<file path="src/rtl/serial_pkg.sv">
// Shared types and constants for the serial deframer and its PISO peer.
// State encodings and the default frame width live here.
package serial_pkg;

    localparam int DEF_WIDTH = 4;

    typedef enum logic [1:0] {
        ST_IDLE   = 2'd0,
        ST_SHIFT  = 2'd1,
        ST_PARITY = 2'd2
    } state_t;

endpackage

</file>
<file path="src/rtl/deframer_hold_reg.sv">
// One-entry valid/ready holding register for assembled words.
// A word arriving while the entry is full and not draining is dropped; ovf is sticky.
module deframer_hold_reg #(
    parameter int WIDTH = 4
) (
    input  logic             clk,
    input  logic             rst,
    input  logic             in_valid,
    input  logic [WIDTH-1:0] in_data,
    input  logic             in_perr,
    input  logic             out_ready,
    input  logic             ovf_clr,
    output logic [WIDTH-1:0] out_data,
    output logic             out_valid,
    output logic             out_perr,
    output logic             ovf
);

    logic load;
    logic drop;

    assign load = in_valid && (!out_valid || out_ready);
    assign drop = in_valid && !load;

    // Hold the word until consumed; refill on the same edge as a handshake.
    always_ff @(posedge clk) begin
        if (rst) begin
            out_data  <= '0;
            out_perr  <= 1'b0;
            out_valid <= 1'b0;
        end else if (load) begin
            out_data  <= in_data;
            out_perr  <= in_perr;
            out_valid <= 1'b1;
        end else if (out_valid && out_ready) begin
            out_valid <= 1'b0;
        end
    end

    // Sticky overflow; a new drop wins over a clear in the same cycle.
    always_ff @(posedge clk) begin
        if (rst) begin
            ovf <= 1'b0;
        end else if (drop) begin
            ovf <= 1'b1;
        end else if (ovf_clr) begin
            ovf <= 1'b0;
        end
    end

endmodule

</file>
<file path="src/rtl/serial_deframer.sv">
// Rebuilds MSB-first serial frames into parallel words behind a valid/ready port.
// Optional trailing even-parity bit: define PARITY_CHECK_EN.
module serial_deframer
    import serial_pkg::*;
#(
    parameter int WIDTH = DEF_WIDTH
) (
    input  logic             clk,
    input  logic             rst,
    input  logic             sdata,
    input  logic             bit_en,
    input  logic             sync,
    output logic [WIDTH-1:0] out_data,
    output logic             out_valid,
    input  logic             out_ready,
    output logic             out_perr,
    output logic             frame_err,
    output logic             ovf,
    input  logic             ovf_clr,
    output logic             busy
);

    localparam int CNT_W = $clog2(WIDTH + 1);

    state_t           state;
    state_t           state_n;
    logic [CNT_W-1:0] cnt;
    logic [CNT_W-1:0] cnt_n;
    logic [WIDTH-1:0] sreg;
    logic [WIDTH-1:0] sreg_n;
    logic [WIDTH-1:0] shifted;
    logic             ferr_n;
    logic             done;
    logic [WIDTH-1:0] word;
    logic             word_perr;

    assign shifted = {sreg[WIDTH-2:0], sdata};
    assign busy    = (state != ST_IDLE);

    // Frame state, bit counter, shift register and error pulse.
    always_ff @(posedge clk) begin
        if (rst) begin
            state     <= ST_IDLE;
            cnt       <= '0;
            sreg      <= '0;
            frame_err <= 1'b0;
        end else begin
            state     <= state_n;
            cnt       <= cnt_n;
            sreg      <= sreg_n;
            frame_err <= ferr_n;
        end
    end

    // Next state: sync always restarts a frame; a completed word is offered as done.
    always_comb begin
        state_n   = state;
        cnt_n     = cnt;
        sreg_n    = sreg;
        ferr_n    = 1'b0;
        done      = 1'b0;
        word      = shifted;
        word_perr = 1'b0;
        unique case (state)
            ST_IDLE: begin
                if (bit_en && sync) begin
                    sreg_n  = shifted;
                    cnt_n   = CNT_W'(1);
                    state_n = ST_SHIFT;
                end
            end
            ST_SHIFT: begin
                if (bit_en && sync) begin
                    sreg_n = shifted;
                    cnt_n  = CNT_W'(1);
                    ferr_n = 1'b1;
                end else if (bit_en) begin
                    sreg_n = shifted;
                    cnt_n  = cnt + 1'b1;
                    if (cnt == CNT_W'(WIDTH - 1)) begin
`ifdef PARITY_CHECK_EN
                        state_n = ST_PARITY;
`else
                        done    = 1'b1;
                        cnt_n   = '0;
                        state_n = ST_IDLE;
`endif
                    end
                end
            end
`ifdef PARITY_CHECK_EN
            ST_PARITY: begin
                word = sreg;
                if (bit_en && sync) begin
                    sreg_n  = shifted;
                    cnt_n   = CNT_W'(1);
                    ferr_n  = 1'b1;
                    state_n = ST_SHIFT;
                end else if (bit_en) begin
                    done      = 1'b1;
                    word_perr = ^{sreg, sdata};
                    cnt_n     = '0;
                    state_n   = ST_IDLE;
                end
            end
`endif
            default: begin
                cnt_n   = '0;
                state_n = ST_IDLE;
            end
        endcase
    end

    deframer_hold_reg #(
        .WIDTH(WIDTH)
    ) u_hold (
        .clk      (clk),
        .rst      (rst),
        .in_valid (done),
        .in_data  (word),
        .in_perr  (word_perr),
        .out_ready(out_ready),
        .ovf_clr  (ovf_clr),
        .out_data (out_data),
        .out_valid(out_valid),
        .out_perr (out_perr),
        .ovf      (ovf)
    );

endmodule
</file>
<file path="config.mk">
export PLATFORM = sky130hd
export DESIGN_NAME = serial_deframer
export DESIGN_NICKNAME = d
export VERILOG_FILES = /design/src/rtl/serial_pkg.sv /design/src/rtl/deframer_hold_reg.sv /design/src/rtl/serial_deframer.sv
export SDC_FILE = /design/constraint.sdc
export NUM_CORES = 1
export LEC_CHECK = 0
export CORE_MARGIN = 3
export CORE_UTILIZATION = 41
export CTS_CLUSTER_DIAMETER = 200
export DETAILED_ROUTE_END_ITERATION = 8
export GPL_ROUTABILITY_DRIVEN = 0
export PLACE_DENSITY = 0.76
export SLEW_MARGIN = 40
export SYNTH_ARGS = -nofsm -noshare
export SYNTH_HDL_FRONTEND = slang
export SYNTH_SLANG_ARGS = --single-unit
export TNS_END_PERCENT = 50
</file>
<file path="constraint.sdc">
create_clock -name clk -period 1.8 [get_ports clk]
set_input_delay 0.18 -clock clk [delete_from_list [all_inputs] [get_ports clk]]
set_output_delay 0.18 -clock clk [all_outputs]
set_load 0.03 [all_outputs]
</file>
==> run summary <==
The maximum level of the CTS H-tree is 1, and the final number of hold-violating endpoints is 0. The total I/O pin count was 16; the antenna violation net count after detailed routing was 0. The first TritonRoute pass finished after 4 iterations. Class of the most critical hold timing path: reg2reg.

STA classifies the critical path endpoint as an output port. The total number of yosys warnings is 0. The final critical delay including setup and external delays works out to 1.61 ns.

The run finished with clean final reports. The count of buffering cells on the critical path with inverters included was 1; the max-slew violation count was 0. Worst min-delay path endpoint: u_hold.out_data[1]$_SDFFE_PP0P_. The clock net in this run drives a total of 14 sinks. For the worst-skew pair, the clock arrives at the later sink with an insertion delay of 0.27 ns. After clock tree synthesis, the clock-pin slew on the worst setup and hold paths is 0.08 ns. In the final design database the tool counted 86 nets. The multi-input combinational cell area came out at 310 µm².

The critical path is of the reg2out type. Timing-limited maximum frequency: 0.620 GHz. The fraction of layout cells with a size suffix above 1 was 0.0909; the share of the yosys chip area belonging to registers was 0.457. TritonCTS built the clock tree. The cell sitting at the root of the clock tree is a sky130_fd_sc_hd__clkbuf_4. In this run the critical register-to-register path is captured at u_hold.out_data[3]$_SDFFE_PP0P_.

For the tightest slew margin relative to the limit, the log shows 0.667. The distinct cell type count after synthesis is 24, and the top fanout value on the critical path is 7. The worst hold path passes through 2 cells. The die is 44.7 µm wide. Entering global routing, the biggest net connects 20 pins. The kind of cell with the highest combined delay along the critical path is buffers and inverters. The count of cells in the finished layout, fillers not included, comes to 92. Routed via count divided by cell count: 5.04. In this run the critical register-to-register path is launched from cnt[0]$_SDFFE_PP0P_. For this design the static power due to leakage is 0.000300 µW. For this design the ratio of total power to cell area is 753 mW/mm². The run gives 0.137 as the overall global routing resource usage. Setup repair after global routing left no endpoint under its margin. In this run the tool buffered the top-level ports with 14 buffer cells.

The maximum number of buffers from clock root to sink came out at 2. The run gives 517 µm as the wire length on met1. Synthesis produced a netlist with a net count of 70. The number of antenna violations at the first check in global routing came out at 0. After detailed routing, the met3 layer carries 55 µm of wire.

The filler cells instantiated in the layout total 114. The logs give 0.27 ns for the setup slack of the worst register-to-register path and 0.00200 mm² for the area enclosed by the die boundary. Worst-margin pin slew: 0.497 ns. For the worst setup path, the data arrival time is 1.43 ns. Cell with the biggest individual delay on the critical path: sky130_fd_sc_hd__clkdlybuf4s50_1. The height of the die works out to 44.7 µm.

On the worst path, the slowest cell contributes a delay of 0.71 ns. Detailed routing placed a total of 525 µm of wire on met2. Counting the buffers created by CTS gives 3. The wire length reported by the detailed router was 1.10 mm. The first routing iteration left 9 violations. The total setup violations reported at the end of the flow is 0. The launch point of the worst hold path is u_hold.out_data[1]$_SDFFE_PP0P_.

The register bit total from synthesis is 14. Row generation in the floorplan step produced 13 rows. The number of maximum-capacitance violations came out at 0.

The area growth from synthesis to layout is 29.4%. The cell count after synthesis came out at 62. Number of hold buffers added after cts: 0. The launching element type of the critical path was a flop.

In this run the cell area of the synthesized design comes to 613 µm². The repair_antennas step left the layout with diodes totalling 0. IR analysis of the VDD net gives a maximum drop of 0.000573 V. For the final routed database, the setup TNS stands at 0 ns. After detailed routing, the average wire length per cell comes to 11.9 µm.

The tools report the number of cells upsized or downsized after cts as 0. In this run the worst setup path begins at state[0]$_SDFFE_PP0P_. The number of global-route vias before repair was 433.

Cell depth of the worst flop-to-flop path: 4. After floorplanning, the core was sized to cover 0.00135 mm². Footprint of the flip-flops and latches: 280 µm². The number of setup buffers added after CTS is 0.

The initial standard-cell utilization of the core was 0.454; the final critical-path share of the clock period was 0.896. Traced cell by cell, the critical path runs through clkdlybuf4s50_1. The HPWL after detailed placement is 845 µm. Averaged over all synthesized cells, the footprint is 9.89 µm².

The run gives 88 as the number of instances in the placed design. The total congestion overflow is 0. The run gives 464 as the number of vias after detailed routing. The run gives 0 as the DRC violation count after routing. Top layer used by detailed routing: met3.

Worst setup skew after layout: 0.00354 ns. The required time of the critical path was 1.62 ns; the wire length of the first global-routing pass was 1.95 mm.
## area by class of cell
| class | count | share of cell area |
|---|---|---|
| clock buffers | 4 | 0.0457 |
| repair buffers | 14 | 0.177 |
| flip-flops and latches | 14 | 0.353 |
| well taps | 15 | 0.0237 |
| inverters | 2 | 0.00946 |
| multi-input cells | 43 | 0.391 |
## registers in the layout, indices dropped and copies added (netlist names)
register,count
cnt,3
state,1
u_hold.out_data,4
u_hold.ovf,1
u_hold.out_valid,1
frame_err,1
sreg,3
## metrics by stage
stage               instance area, µm²  power [µW]  worst slack [ns]  hold WS (ns)   util
finish                             793         597             0.186         0.473  0.588
CTS                                793         611             0.168         0.475  0.588
global route                       793         631             0.131         0.494  0.588
global placement                   757         385             0.190         0.455  0.561
floorplan                          613         362             0.445         0.268      -
detailed placement                 757         386             0.163         0.466  0.561
## metal layers
layer / vias up / track usage
met5: - / 0
met4: 0 / 0.0361
met1: 213 / 0.167
li1: 243 / -
met2: 8 / 0.215
met3: 0 / 0.0650
## worst max path at each step
stage / end / slack [ns] / depth (start not counted)
5_1_grt: busy / 0.13 / 1
3_5_place_dp: u_hold.out_data[3]$_SDFFE_PP0P_ / 0.16 / 4
2_1_floorplan: u_hold.out_data[0]$_SDFFE_PP0P_ / 0.45 / 3
6_report: busy / 0.19 / 1
4_1_cts: busy / 0.17 / 1
3_3_place_gp: u_hold.out_data[0]$_SDFFE_PP0P_ / 0.19 / 4
## cell families after synthesis
| family | synth area share |
|---|---|
| compound gates | 0.100 |
| mux | 0.114 |
| flops | 0.457 |
| buf+inv | 0.0367 |
| other cells | 0.00612 |
| simple gates | 0.265 |
| fa+ha+maj | 0.0204 |
## synth_stat cells
| cell | count | area [µm²] |
|---|---|---|
| sky130_fd_sc_hd__ha_1 | 1 | 12.5 |
| sky130_fd_sc_hd__or2b_1 | 1 | 7.51 |
| sky130_fd_sc_hd__a21oi_1 | 2 | 10.0 |
| sky130_fd_sc_hd__inv_1 | 2 | 7.51 |
| sky130_fd_sc_hd__nand3b_1 | 1 | 7.51 |
| sky130_fd_sc_hd__nand2b_1 | 10 | 62.6 |
| sky130_fd_sc_hd__nor3b_1 | 1 | 7.51 |
| sky130_fd_sc_hd__nor2b_1 | 2 | 12.5 |
| sky130_fd_sc_hd__a32oi_1 | 2 | 17.5 |
| sky130_fd_sc_hd__o21ai_1 | 1 | 5.00 |
| sky130_fd_sc_hd__a21o_1 | 1 | 7.51 |
| sky130_fd_sc_hd__conb_1 | 1 | 3.75 |
| sky130_fd_sc_hd__nand2_2 | 1 | 6.26 |
| sky130_fd_sc_hd__dfxtp_1 | 14 | 280 |
| sky130_fd_sc_hd__clkbuf_1 | 2 | 7.51 |
| sky130_fd_sc_hd__o21ba_2 | 1 | 10.0 |
| sky130_fd_sc_hd__a31oi_1 | 1 | 6.26 |
| sky130_fd_sc_hd__o21ai_0 | 1 | 5.00 |
| sky130_fd_sc_hd__mux2i_1 | 7 | 70.1 |
| sky130_fd_sc_hd__and3b_1 | 1 | 8.76 |
| sky130_fd_sc_hd__buf_4 | 1 | 7.51 |
| sky130_fd_sc_hd__nor4_4 | 1 | 21.3 |
| sky130_fd_sc_hd__nor2_1 | 5 | 18.8 |
| sky130_fd_sc_hd__nor3_1 | 2 | 10.0 |
## layout by cell type (no fill, tap or decap)
master,synthesis,final
sky130_fd_sc_hd__or2b_1,1,1
sky130_fd_sc_hd__nor4_4,1,1
sky130_fd_sc_hd__nor3b_1,1,1
sky130_fd_sc_hd__o21ba_2,1,1
sky130_fd_sc_hd__clkbuf_4,0,3
sky130_fd_sc_hd__mux2i_1,7,7
sky130_fd_sc_hd__o21ai_1,1,1
sky130_fd_sc_hd__a21o_1,1,1
sky130_fd_sc_hd__ha_1,1,1
sky130_fd_sc_hd__nand3b_1,1,1
sky130_fd_sc_hd__dfxtp_1,14,14
sky130_fd_sc_hd__nand2b_1,10,10
sky130_fd_sc_hd__nor2b_1,2,2
sky130_fd_sc_hd__a32oi_1,2,2
sky130_fd_sc_hd__and3b_1,1,1
sky130_fd_sc_hd__conb_1,1,1
sky130_fd_sc_hd__a21oi_1,2,2
sky130_fd_sc_hd__a31oi_1,1,1
sky130_fd_sc_hd__nor3_1,2,2
sky130_fd_sc_hd__clkdlybuf4s50_1,0,14
sky130_fd_sc_hd__nand2_2,1,1
sky130_fd_sc_hd__nor2_1,5,5
sky130_fd_sc_hd__inv_1,2,2
sky130_fd_sc_hd__o21ai_0,1,1
sky130_fd_sc_hd__clkbuf_8,0,1
## power by group
group / switching (µW) / total, µW / internal (µW)
logic: 28.0 / 56.6 / 28.6
clock network: 95.6 / 219 / 123
registers: 6.44 / 322 / 316
total: 130 / 597 / 467
Power figures use the tool's default switching activity.
